===== src/rtl/csr_pkg.sv =====
// csr_pkg: shared encodings for the CSR read-modify-write controller.
// Holds the access op codes, the sequencer state encoding and the
// read-only address-field constant used by csr_rmw_ctrl and its bench.
package csr_pkg;

  localparam int CSR_ADDR_W = 12;

  // addr[11:10] == 2'b11 marks a read-only CSR.
  localparam logic [1:0] CSR_RO_FIELD = 2'b11;

  typedef enum logic [1:0] {
    OP_READ = 2'b00,
    OP_RW   = 2'b01,
    OP_RS   = 2'b10,
    OP_RC   = 2'b11
  } csr_op_e;

  typedef enum logic [1:0] {
    ST_IDLE = 2'b00,
    ST_RD   = 2'b01,
    ST_WR   = 2'b10,
    ST_RESP = 2'b11
  } csr_state_e;

  // RW always writes; RS/RC write only when the mask has a bit set.
  function automatic logic csr_write_intended(csr_op_e op, logic mask_nz);
    return (op == OP_RW) || (((op == OP_RS) || (op == OP_RC)) && mask_nz);
  endfunction

endpackage


===== src/rtl/csr_rr_arbiter.sv =====
// csr_rr_arbiter: 2-way round-robin arbiter with a one-hot grant.
// Index 0 is the pipeline requester, index 1 the debug requester.
// The grant is combinational; the last-grant memory only moves on advance_i.
module csr_rr_arbiter (
  input  logic       clk_i,
  input  logic       reset_i,
  input  logic [1:0] req_i,
  input  logic       advance_i,
  output logic [1:0] gnt_o
);

  logic r_last_dbg;

  // Lone request wins outright; on a tie the requester not served last wins.
  always_comb begin
    // NOTE: assign a default before any branch so no path leaves gnt_o unassigned (which would infer a latch).
    gnt_o = 2'b00;
    if (req_i[0] && req_i[1]) begin
      gnt_o = r_last_dbg ? 2'b01 : 2'b10;
    end else if (req_i[0]) begin
      gnt_o = 2'b01;
    end else if (req_i[1]) begin
      gnt_o = 2'b10;
    end
  end

  // Remember who was served; resets to pipeline so debug wins the first tie.
  always_ff @(posedge clk_i or posedge reset_i) begin
    // NOTE: state registers use non-blocking assignment so every flop samples pre-edge values.
    if (reset_i) begin
      r_last_dbg <= 1'b0;
    end else if (advance_i) begin
      r_last_dbg <= gnt_o[1];
    end
  end

endmodule


===== src/rtl/csr_rmw_ctrl.sv =====
// csr_rmw_ctrl: arbitrates a pipeline and a debug requester onto a CSR file
// and performs READ / RW / RS / RC as a fixed IDLE -> RD -> WR -> RESP sequence.
// Optional feature macro: CSR_RMW_DEBUG_PORT_EN. When undefined the debug
// ports stay present, dbg_req_i is ignored and dbg_done_o/dbg_illegal_o are 0.
module csr_rmw_ctrl
  import csr_pkg::*;
#(
  parameter int C_XLEN = 32
) (
  input  logic                  clk_i,
  input  logic                  reset_i,
  input  logic                  clk_en_i,
  input  logic                  pl_req_i,
  input  logic [1:0]            pl_op_i,
  input  logic [CSR_ADDR_W-1:0] pl_addr_i,
  input  logic [C_XLEN-1:0]     pl_wdata_i,
  input  logic                  dbg_req_i,
  input  logic [1:0]            dbg_op_i,
  input  logic [CSR_ADDR_W-1:0] dbg_addr_i,
  input  logic [C_XLEN-1:0]     dbg_wdata_i,
  output logic                  pl_done_o,
  output logic                  dbg_done_o,
  output logic                  pl_illegal_o,
  output logic                  dbg_illegal_o,
  output logic [C_XLEN-1:0]     rdata_o,
  output logic                  csr_access_o,
  output logic                  csr_we_o,
  output logic [CSR_ADDR_W-1:0] csr_addr_o,
  output logic [C_XLEN-1:0]     csr_wdata_o,
  input  logic [C_XLEN-1:0]     csr_rdata_i,
  input  logic                  csr_illegal_i
);

  csr_state_e            r_state;
  logic                  r_gnt_dbg;
  csr_op_e               r_op;
  logic [CSR_ADDR_W-1:0] r_addr;
  logic [C_XLEN-1:0]     r_wdata;
  logic [C_XLEN-1:0]     r_old;
  logic                  r_illegal;

  logic                  r_csr_access;
  logic                  r_csr_we;
  logic [CSR_ADDR_W-1:0] r_csr_addr;
  logic [C_XLEN-1:0]     r_csr_wdata;
  logic                  r_pl_done;
  logic                  r_dbg_done;
  logic                  r_pl_illegal;
  logic                  r_dbg_illegal;
  logic [C_XLEN-1:0]     r_rdata;

  logic                  w_dbg_req;
  logic [1:0]            w_gnt;
  logic                  w_advance;
  csr_op_e               w_sel_op;
  logic [CSR_ADDR_W-1:0] w_sel_addr;
  logic [C_XLEN-1:0]     w_sel_wdata;
  logic                  w_wr_intent;
  logic                  w_illegal;
  logic [C_XLEN-1:0]     w_new;

`ifdef CSR_RMW_DEBUG_PORT_EN
  assign w_dbg_req = dbg_req_i;
`else
  assign w_dbg_req = 1'b0;
`endif

  // Only advance the round-robin pointer when a grant is actually taken.
  assign w_advance = clk_en_i && (r_state == ST_IDLE) && (|w_gnt);

  csr_rr_arbiter u_arb (
    .clk_i     (clk_i),
    .reset_i   (reset_i),
    .req_i     ({w_dbg_req, pl_req_i}),
    .advance_i (w_advance),
    .gnt_o     (w_gnt)
  );

  assign w_sel_op    = csr_op_e'(w_gnt[1] ? dbg_op_i : pl_op_i);
  assign w_sel_addr  = w_gnt[1] ? dbg_addr_i : pl_addr_i;
  assign w_sel_wdata = w_gnt[1] ? dbg_wdata_i : pl_wdata_i;

  assign w_wr_intent = csr_write_intended(r_op, |r_wdata);
  assign w_illegal   = csr_illegal_i ||
                       (w_wr_intent && (r_addr[11:10] == CSR_RO_FIELD));

  // New CSR value built from the old value presented during RD.
  always_comb begin
    w_new = r_wdata;
    case (r_op)
      OP_RS:   w_new = csr_rdata_i | r_wdata;
      OP_RC:   w_new = csr_rdata_i & ~r_wdata;
      default: w_new = r_wdata;
    endcase
  end

  // Sequencer: one state per enabled cycle, all outputs registered.
  always_ff @(posedge clk_i or posedge reset_i) begin
    if (reset_i) begin
      r_state       <= ST_IDLE;
      r_gnt_dbg     <= 1'b0;
      r_op          <= OP_READ;
      r_addr        <= '0;
      r_wdata       <= '0;
      r_old         <= '0;
      r_illegal     <= 1'b0;
      r_csr_access  <= 1'b0;
      r_csr_we      <= 1'b0;
      r_csr_addr    <= '0;
      r_csr_wdata   <= '0;
      r_pl_done     <= 1'b0;
      r_dbg_done    <= 1'b0;
      r_pl_illegal  <= 1'b0;
      r_dbg_illegal <= 1'b0;
      r_rdata       <= '0;
    end else if (clk_en_i) begin
      // Strobes and completion outputs are single-cycle unless re-asserted below.
      r_csr_access  <= 1'b0;
      r_csr_we      <= 1'b0;
      r_csr_addr    <= '0;
      r_csr_wdata   <= '0;
      r_pl_done     <= 1'b0;
      r_dbg_done    <= 1'b0;
      r_pl_illegal  <= 1'b0;
      r_dbg_illegal <= 1'b0;
      r_rdata       <= '0;
      case (r_state)
        ST_IDLE: begin
          if (|w_gnt) begin
            r_gnt_dbg    <= w_gnt[1];
            r_op         <= w_sel_op;
            r_addr       <= w_sel_addr;
            r_wdata      <= w_sel_wdata;
            r_csr_access <= 1'b1;
            r_csr_addr   <= w_sel_addr;
            r_state      <= ST_RD;
          end
        end
        ST_RD: begin
          r_old     <= csr_rdata_i;
          r_illegal <= w_illegal;
          if (w_wr_intent && !w_illegal) begin
            r_csr_access <= 1'b1;
            r_csr_we     <= 1'b1;
            r_csr_addr   <= r_addr;
            r_csr_wdata  <= w_new;
          end
          r_state <= ST_WR;
        end
        ST_WR: begin
          r_pl_done     <= !r_gnt_dbg;
          r_dbg_done    <= r_gnt_dbg;
          r_pl_illegal  <= !r_gnt_dbg && r_illegal;
          r_dbg_illegal <= r_gnt_dbg && r_illegal;
          r_rdata       <= r_illegal ? '0 : r_old;
          r_state       <= ST_RESP;
        end
        default: begin
          r_state <= ST_IDLE;
        end
      endcase
    end
  end

  assign csr_access_o = r_csr_access;
  assign csr_we_o     = r_csr_we;
  assign csr_addr_o   = r_csr_addr;
  assign csr_wdata_o  = r_csr_wdata;
  assign rdata_o      = r_rdata;
  assign pl_done_o    = r_pl_done;
  assign pl_illegal_o = r_pl_illegal;

`ifdef CSR_RMW_DEBUG_PORT_EN
  assign dbg_done_o    = r_dbg_done;
  assign dbg_illegal_o = r_dbg_illegal;
`else
  // Debug completion registers never set here; keep them visibly sunk.
  logic w_unused_dbg;
  assign w_unused_dbg  = dbg_req_i ^ r_dbg_done ^ r_dbg_illegal;
  assign dbg_done_o    = 1'b0;
  assign dbg_illegal_o = 1'b0;
`endif

endmodule


===== config.mk =====
export PLATFORM = sky130hd
export DESIGN_NAME = csr_rmw_ctrl
export DESIGN_NICKNAME = d
export VERILOG_FILES = /design/src/rtl/csr_pkg.sv /design/src/rtl/csr_rr_arbiter.sv /design/src/rtl/csr_rmw_ctrl.sv
export SDC_FILE = /design/constraint.sdc
export NUM_CORES = 1
export LEC_CHECK = 0
export CAP_MARGIN = 20
export CORE_MARGIN = 2
export CORE_UTILIZATION = 44
export CTS_BUF_LIST = sky130_fd_sc_hd__clkbuf_8
export DETAILED_ROUTE_END_ITERATION = 7
export PLACE_DENSITY = 0.83
export RECOVER_POWER = 25
export SYNTH_ARGS = -nofsm -noshare
export SYNTH_HDL_FRONTEND = slang
export SYNTH_SLANG_ARGS = --single-unit

===== constraint.sdc =====
create_clock -name clk_i -period 4.8 [get_ports clk_i]
set_input_delay 0.48 -clock clk_i [delete_from_list [all_inputs] [get_ports clk_i]]
set_output_delay 0.48 -clock clk_i [all_outputs]
set_load 0.01 [all_outputs]

==> results of run 1 <==
registers in the layout, summed over array words and instances, names as in the netlist, 2 cells and up:
name and count:
csr_addr_o 12, csr_wdata_o 32, r_addr 12, r_old 32, r_op 2, r_state 2, r_wdata 32, rdata_o 32
metal layers:
metal	up-vias	wire length (µm)	GRT usage [%]
li1	2656	-	-
met1	2762	7790	28.3
met2	169	9010	36.9
met4	0	268	7.00
met3	22	1090	5.71
met5	-	0	0
tightest hold or removal path, delay by kind of cell (launching register included):
kind             cells  cell delay [ns]
and+or+nand+nor      2             0.11
DFF                  1             0.34
layout by cell type (no fill, tap or decap), types with 2 or more instances in the layout:
cell type and instances:
conb_1 2, buf_4 10, mux2_2 33, nand3_1 11
nor3_4 2, nor4_1 6, o221ai_2 3, o32ai_2 28
nand3b_1 2, clkdlybuf4s50_1 160, clkbuf_8 21, nand2_1 205
o21ai_0 44, clkinvlp_4 6, clkinv_2 2, nor2_1 35
dfrtp_1 161, nand2_2 2, a21oi_1 42, o32ai_1 4
ha_1 3, nand4_1 2, inv_1 76, nor2b_1 10
power by group:
part / leakage [nW] / switching, mW / internal, mW
Clock: 0.176 / 0.488 / 0.405
Combinational: 1.73 / 0.769 / 0.736
Sequential: 2.09 / 0.333 / 1.82
worst paths after layout:
kind | slack (ns) | cells after the start | endpoint
max in group clk_i | 2.39 | 7 | csr_wdata_o[19]$_DFFE_PP0P_
worst min register to register | 0.48 | 2 | r_addr[2]$_DFFE_PP0P_
worst min-delay path | 0.48 | 2 | r_addr[2]$_DFFE_PP0P_
min in group asynchronous | 0.80 | 2 | r_old[8]$_DFFE_PP0P_
worst max register to register | 2.39 | 7 | csr_wdata_o[19]$_DFFE_PP0P_
worst max-delay path | 1.68 | 3 | csr_wdata_o[30]$_DFFE_PP0P_
logic make-up (layout without fill, tap and decap cells):
logic type	count (synthesis)	count (layout)
compound gates	125	125
other cells	1	2
mux	34	34
buf+inv	119	279
fa+ha+maj	3	3
simple gates	280	280
flops	161	161
synthesized netlist by cell type:
cell type / n
mux2i_1: 1
a21oi_1: 42
o32ai_1: 4
buf_6: 7
o32ai_2: 28
o21ai_0: 44
buf_4: 3
inv_1: 74
nand2_2: 2
nand4_1: 2
or3_1: 1
mux2_2: 33
buf_2: 13
nor4b_2: 1
a22oi_1: 1
ha_1: 3
nand2_1: 205
nand3b_1: 2
nor2_1: 36
o41ai_1: 1
nor4_1: 6
buf_1: 7
dfrtp_1: 161
o22ai_1: 1
conb_1: 1
o221ai_2: 3
o21ai_1: 1
nor2b_1: 10
nor3_2: 1
nor3_4: 1
clkbuf_1: 15
nand3_1: 12
and3_1: 1
final cells by class:
cell class / instances / area share, %
flip-flops and latches: 161 / 43.5
multi-input cells: 444 / 28.1
repair buffers: 173 / 18.6
clock buffers: 21 / 3.12
inverters: 74 / 3.02
well taps: 216 / 2.92
clock inverters: 11 / 0.717
stage by stage:
stage          instance area [µm²]  setup WS [ns]
2_1_floorplan                 7140           2.28
3_3_place_gp                  8890           1.89
3_5_place_dp                  8890           1.81
4_1_cts                       9240           2.14
5_1_grt                       9250           1.12
6_report                      9250           1.68
==> results.cfg, run 1 <==
[logic_synthesis]
synth_xor_area_share_pct = 0
ys_seq_elements = 161
ys_warn_count = 0
synth-simple-area-share_pct = 16.2
yosys-mux-area-fraction_pct = 5.35
synth_area_um2 = 7130
yosys.area.top_type = dfrtp_1
avgSynthCellArea_um2 = 9.86
synth_cell_type_count = 33
synth_seq_area_share_pct = 56.5
synth_top_family_by_area = simple AND/OR/NAND/NOR gates
synth_top_area_share_pct = 56.5
synth_cells = 723
synth_fa_ha_area_share_pct = 0.526
synth_compound_area_share_pct = 13.9
ys_top_cells_by_area = dfrtp_1 57%, nand2_1 11%, o32ai_2 6.4%

[setup_path]
slowest_delay_ns = 1.42
regToRegStartpoint = r_state[1]$_DFFE_PP0P_
crit_path_end_kind = asynchronous set/reset pin
cp-start-kind = input pin
critical_path.slowest_cell = clkbuf_2
worstPathArrival_ns = 3.34
crit_required_ns = 5.02
path_class = input pin to asynchronous set/reset pin
crit_path_start = reset_i
cp_top_family = buffers and inverters
cp_num_buf_inv = 3
path_cells = dlygate4sd3_1 -> clkinvlp_2 -> clkbuf_2
crit_fanout = 73

[sta]
timing.hold.ws_ns = 0.481
fin_skew_ns = 0.0131
worstMarginPinSlew_ns = 1.79
period_needed_ns = 3.12
tns_ns = 0
max_clock_freq_ghz = 0.320
setup_viol_count_final = 0
min_period_over_period_pct = 65.1
rsz0062_at_grt = no
final_hold_viol_count = 0
drv_slew = 74
slew_headroom_pct = -19.1

[placement]
gp_congestion = 0.731
dp_hpwl_um = 11900
dp.cells = 1067
port_buffers = 162

[clocking]
clkTransAtPathRegs_ns = 0.08
clock_sinks = 161
h-tree-depth = 4
cts_buffers = 17
postCtsHoldBufs = 0
cts_buffer_depth = 2
post_cts_buffers = 0
insertion_delay_ns = 0.45
cts_tree = yes
postCtsResizedCells = 0
cts_root_buf = clkbuf_8

[grt]
antenna_found_initial = 0
grt_pass1_vias = 5836
track_usage_pct = 22.1
grt_pass1_wl_um = 30400
grt-ovfl-total = 0
grt_max_degree = 74

[detailed_routing]
drc = 0
firstDrtPassIters = 5
wl_um = 18200
num_vias = 5609
drtIter0Drc = 341
final_antenna_net_count = 0
post_drt_via_cell_ratio = 5.10
wire_per_inst_um = 16.5

[finish]
drive_gt1_share_pct = 12.9
seq_area_um2 = 4030
syn_to_final_growth_pct = 29.7
final_cells = 1100
fin_util_pct = 58.2
multi_input_area_um2 = 2600
nets = 1004
fillers = 1396
num_antenna_cells = 0

[power_and_ir_drop]
vdd_drop_max_v = 0.000216
cellLeakagePower_nw = 4.00
p_total_mw = 4.55
p_per_area_nw_per_um2 = 492

[floorplan]
rows = 46
io_pins = 212
dieWidth_um = 131
die_area_um2 = 17200
start_util_pct = 44.9
core_area_um2 = 15900
die_y_um = 131

[run_status]
outcome = finished with violations
violations = capacitance limit, slew limit

[hold_path]
hp-class = flop to flop
hold_path.startpoint = r_addr[2]$_DFFE_PP0P_

[flow_run]
cap_violations = 1
No activity file was read; power rests on OpenSTA's default activity.
==> inputs of run 2 (changes only) <==
==> constraint.sdc (replaced) <==
create_clock -name clk_i -period 2.7 [get_ports clk_i]
set_input_delay 0.27 -clock clk_i [delete_from_list [all_inputs] [get_ports clk_i]]
set_output_delay 0.27 -clock clk_i [all_outputs]
set_load 0.01 [all_outputs]
==> run 2 against run 1 <==
Effect of this change: the run now ends clean; via count barely moved; global-route usage rose by 0.50 points; critical path type is now flop to flop; clock skew barely moved; first-iteration DRC count rose by 8.8%; largest power group unchanged; wire length rose by 1.2%; sequential power rose by 78%; sequential share of layout area fell by 0.52 points; worst hold slack got worse by 0.44 ns; die area did not move.
==> results.cfg, run 2 (synthesized netlist as in run 1, its figures left out) <==
[run_status]
outcome = complete, no violations

[sta]
fin_skew_ns = 0.0133
drv_slew = 0
worstMarginPinSlew_ns = 1.16
max_clock_freq_ghz = 0.507
final_hold_viol_count = 0
tns_ns = 0
setup_viol_count_final = 0
min_period_over_period_pct = 73.0
rsz0062_at_grt = no
timing.hold.ws_ns = 0.0417
slew_headroom_pct = 22.8
period_needed_ns = 1.97

[clocking]
clock_sinks = 161
h-tree-depth = 4
postCtsResizedCells = 0
cts_root_buf = clkbuf_8
clkTransAtPathRegs_ns = 0.09
cts_tree = yes
insertion_delay_ns = 0.45
post_cts_buffers = 0
postCtsHoldBufs = 0
cts_buffer_depth = 2
cts_buffers = 17

[flow_run]
cap_violations = 0

[hold_path]
hp-class = input pin to flop

[finish]
syn_to_final_growth_pct = 31.3
num_antenna_cells = 0
final_common_cell = nand2_1
drive_gt1_share_pct = 13.5
final_cell_mix = 205 x nand2_1, 161 x dfrtp_1, 160 x clkdlybuf4s50_1, 76 x inv_1, 44 x o21ai_0
nets = 1010

[floorplan]
die_y_um = 131
rows = 46
die_area_um2 = 17200
start_util_pct = 44.9
dieWidth_um = 131
core_area_um2 = 15900
io_pins = 212

[placement]
gp_congestion = 0.761
port_buffers = 162
dp_hpwl_um = 12500

[power_and_ir_drop]
cellLeakagePower_nw = 4.06
vdd_drop_max_v = 0.000463
p_per_area_nw_per_um2 = 888
p_total_mw = 8.32

[detailed_routing]
num_vias = 5608
wl_um = 18400
post_drt_via_cell_ratio = 5.07
final_antenna_net_count = 0
wire_per_inst_um = 16.6
firstDrtPassIters = 5
drc = 0
drtIter0Drc = 371

[setup_path]
critical_path.slowest_cell = nor4_1
crit_required_ns = 3.00
worstPathArrival_ns = 2.27
path_class = flop to flop
path_cells = nor4_1 -> nand4_1 -> nor3_4 -> buf_12 -> o32ai_2
crit_fanout = 33
slowest_delay_ns = 0.46
crit_path_end_kind = flop
cp-start-kind = flop

[grt]
grt_max_degree = 86
grt-ovfl-total = 0
grt_pass1_vias = 5887
grt_pass1_wl_um = 30800
track_usage_pct = 22.6
antenna_found_initial = 0
## run 2: power by group
part           switching (mW)  leakage (nW)  internal [mW]
sequential              0.584          2.09           3.24
clock                   0.886         0.208          0.910
combinational            1.37          1.77           1.33
total                    2.84          4.06           5.48
## run 2: final timing paths
check / from / end / slack (ns) / depth (start not counted)
setup / recovery: r_wdata[2]$_DFFE_PP0P_ / csr_wdata_o[25]$_DFFE_PP0P_ / 0.73 / 5
hold / removal: clk_en_i / csr_wdata_o[1]$_DFFE_PP0P_ / 0.04 / 2
setup reg to reg: r_wdata[2]$_DFFE_PP0P_ / csr_wdata_o[25]$_DFFE_PP0P_ / 0.73 / 5
hold reg to reg: r_old[4]$_DFFE_PP0P_ / rdata_o[4]$_DFFE_PP0P_ / 0.48 / 2
max in group asynchronous: reset_i / csr_addr_o[2]$_DFFE_PP0P_ / 1.07 / 3
min in group asynchronous: reset_i / rdata_o[12]$_DFFE_PP0P_ / 0.19 / 2
## run 2: routing by layer
metal  wire, µm  track usage [%]
met2       9070             36.8
met1       7880             28.9
met5          0                0
met4        279             6.58
met3       1150             7.37
## run 2: metrics by stage
stage	utilization [%]	worst slack, ns	instances	area [µm²]
after CTS	59.0	0.673	1106	9380
after floorplan	-	0.387	724	7140
final	58.9	0.729	1106	9360
after global placement	56.5	0.717	1074	8980
after detailed placement	56.5	0.698	1074	8980
after global routing	58.9	0.570	1106	9360
## run 2: area by class of cell
type,instances,area (µm²)
timing repair buffer,179,1780
multi-input combinational,444,2600
tap,216,270
fill,1355,6520
inverter,74,279
clock inverter,11,113
sequential,161,4030
clock buffer,21,289
## run 2: critical path, delay by kind of cell (launching register included)
family | cells | cell delay [ns]
and+or+nand+nor | 3 | 0.95
DFF | 1 | 0.41
buffers and inverters | 1 | 0.29
AOI/OAI and AO/OA | 1 | 0.13
==> inputs of run 3 (changes only) <==
--- a/config.mk
+++ b/config.mk
@@ -7,10 +7,10 @@
 export LEC_CHECK = 0
 export CAP_MARGIN = 20
 export CORE_MARGIN = 2
-export CORE_UTILIZATION = 44
+export CORE_UTILIZATION = 49
 export CTS_BUF_LIST = sky130_fd_sc_hd__clkbuf_8
 export DETAILED_ROUTE_END_ITERATION = 7
-export PLACE_DENSITY = 0.83
+export PLACE_DENSITY = 0.88
 export RECOVER_POWER = 25
 export SYNTH_ARGS = -nofsm -noshare
 export SYNTH_HDL_FRONTEND = slang
==> constraint.sdc (replaced) <==
create_clock -name clk_i -period 1.9 [get_ports clk_i]
set_input_delay 0.19 -clock clk_i [delete_from_list [all_inputs] [get_ports clk_i]]
set_output_delay 0.19 -clock clk_i [all_outputs]
set_load 0.01 [all_outputs]
==> run 3 against run 2 <==
Effect of this change: clock skew shrank 0.00065 ns; count of clock-buffer cells in the layout fell by 2; fmax grew 9.5%; final cell count down 1.5%; core utilization increased by 7.5 points; global-route usage grew 2.5 points; non-clock buffer count up 16; critical endpoint is now csr_access_o$_DFFE_PP0P_; largest power group unchanged.
==> results.cfg, run 3 (synthesized netlist as in run 1, its figures left out) <==
[finish]
syn_to_final_growth_pct = 33.9
fillers = 1071
nets = 1026
final_common_cell = nand2_1
drive_gt1_share_pct = 15.1
final_cell_mix = 205 x nand2_1, 161 x dfrtp_1, 160 x clkdlybuf4s50_1, 79 x inv_1, 44 x o21ai_0
num_antenna_cells = 0
seq_area_um2 = 4030
multi_input_area_um2 = 2630
fin_util_pct = 66.5

[setup_path]
crit_fanout = 18
regToRegStartpoint = r_wdata[3]$_DFFE_PP0P_
path_class = flop to flop
worstPathArrival_ns = 2.12
cp-start-kind = flop
crit_path_end_kind = flop
crit_path_start = r_wdata[3]$_DFFE_PP0P_
reg2reg_depth = 6
crit_required_ns = 2.22

[sta]
setup_viol_count_final = 0
period_needed_ns = 1.80
min_period_over_period_pct = 94.8
timing.hold.ws_ns = 0.134
setup_slack_ns = 0.0997
fin_skew_ns = 0.0127
slew_headroom_pct = 20.3
max_clock_freq_ghz = 0.555
tns_ns = 0
worstMarginPinSlew_ns = 1.20
drv_slew = 0
final_hold_viol_count = 0

[floorplan]
rows = 44
die_y_um = 125
die_area_um2 = 15500
io_pins = 212
dieWidth_um = 125
start_util_pct = 49.6
core_area_um2 = 14400

[detailed_routing]
post_drt_via_cell_ratio = 5.36
drtIter0Drc = 471
wl_met1_um = 7640
firstDrtPassIters = 5
wl_met2_um = 9510
num_vias = 5833
dr_wl_met3_um = 1420
highest_layer = met4
wire_per_inst_um = 17.3
drc = 0
final_antenna_net_count = 0
wl_um = 18800

[clocking]
insertion_delay_ns = 0.45
cts_buffer_depth = 2
clkTransAtPathRegs_ns = 0.08
cts_root_buf = clkbuf_8
cts_buffers = 17
postCtsHoldBufs = 0
clock_sinks = 161
cts_tree = yes
h-tree-depth = 4

[grt]
grt_max_degree = 90
grt_pass1_vias = 6041
antenna_found_initial = 0
track_usage_pct = 25.1
grt_pass1_wl_um = 31100
grt-ovfl-total = 0

[run_status]
outcome = complete, no violations

[placement]
gp_congestion = 0.770
post-place-ws_ns = -0.0712
port_buffers = 162
dp_hpwl_um = 12400

[power_and_ir_drop]
p_per_area_nw_per_um2 = 1270
cellLeakagePower_nw = 4.19
vdd_drop_max_v = 0.000695

[hold_path]
hold_path.startpoint = clk_en_i
hp-class = input pin to flop
min_delay_path_depth = 2

[flow_run]
cap_violations = 0
-- run 3: changes by cell type in the layout (fill, tap and decap cells not counted), moves of 2 or more --
cell,change
buf_4,+7
buf_12,+5
nor4_1,-5
nor4_2,+5
clkinvlp_4,-3
inv_1,+3
buf_6,+2
clkbuf_8,-2
-- run 3: path summary, 6_finish.rpt --
| path | end | slack, ns |
|---|---|---|
| worst max-delay path | csr_access_o$_DFFE_PP0P_ | 0.1 |
| worst min-delay path | r_state[0]$_DFFE_PP0P_ | 0.13 |
| worst max register to register | csr_access_o$_DFFE_PP0P_ | 0.1 |
| worst min register to register | r_addr[3]$_DFFE_PP0P_ | 0.48 |
| max in group asynchronous | csr_addr_o[1]$_DFFE_PP0P_ | 0.49 |
| min in group asynchronous | rdata_o[12]$_DFFE_PP0P_ | 0.54 |
-- run 3: worst max-delay path, stage by stage (launching register included) --
cell	delay [ns]
dfrtp_1	0.44
nor4_2	0.37
nand4_1	0.22
nor3_4	0.18
buf_6	0.15
buf_12	0.17
o221ai_2	0.12
-- run 3: report_power, final --
group	leakage, nW	internal [mW]	switching [mW]
sequential	2.09	4.60	0.854
clock	0.223	1.33	1.19
combinational	1.88	2.08	2.07
total	4.19	8.01	4.11
-- run 3: final cells by class --
class / count / share of cell area, %
clock buffers: 19 / 2.74
clock inverters: 12 / 1.34
inverters: 74 / 2.92
multi-input cells: 444 / 27.5
flip-flops and latches: 161 / 42.2
well taps: 184 / 2.41
repair buffers: 195 / 20.9
-- run 3: layer usage --
| metal | vias to the layer above | track usage [%] |
|---|---|---|
| li1 | 2703 | - |
| met1 | 2860 | 31.9 |
| met2 | 244 | 42.6 |
| met3 | 26 | 6.74 |
| met4 | 0 | 7.01 |
| met5 | - | 0 |
-- run 3: metrics by stage --
step | power, mW | instance area, µm² | cells
after floorplan | 7.68 | 7140 | 724
after global placement | 9.33 | 9110 | 1055
after detailed placement | 9.59 | 9110 | 1055
after CTS | 12.1 | 9500 | 1086
after global routing | 12.9 | 9550 | 1089
final | 12.1 | 9550 | 1089
-- run 3: what timing repair did --
item                                    4_1_cts  5_1_grt
buffers inserted                              0        2
pin swaps                                     0        1
endpoints found under the setup margin       47       47
gates cloned                                  0        1
resized for setup                             1        6
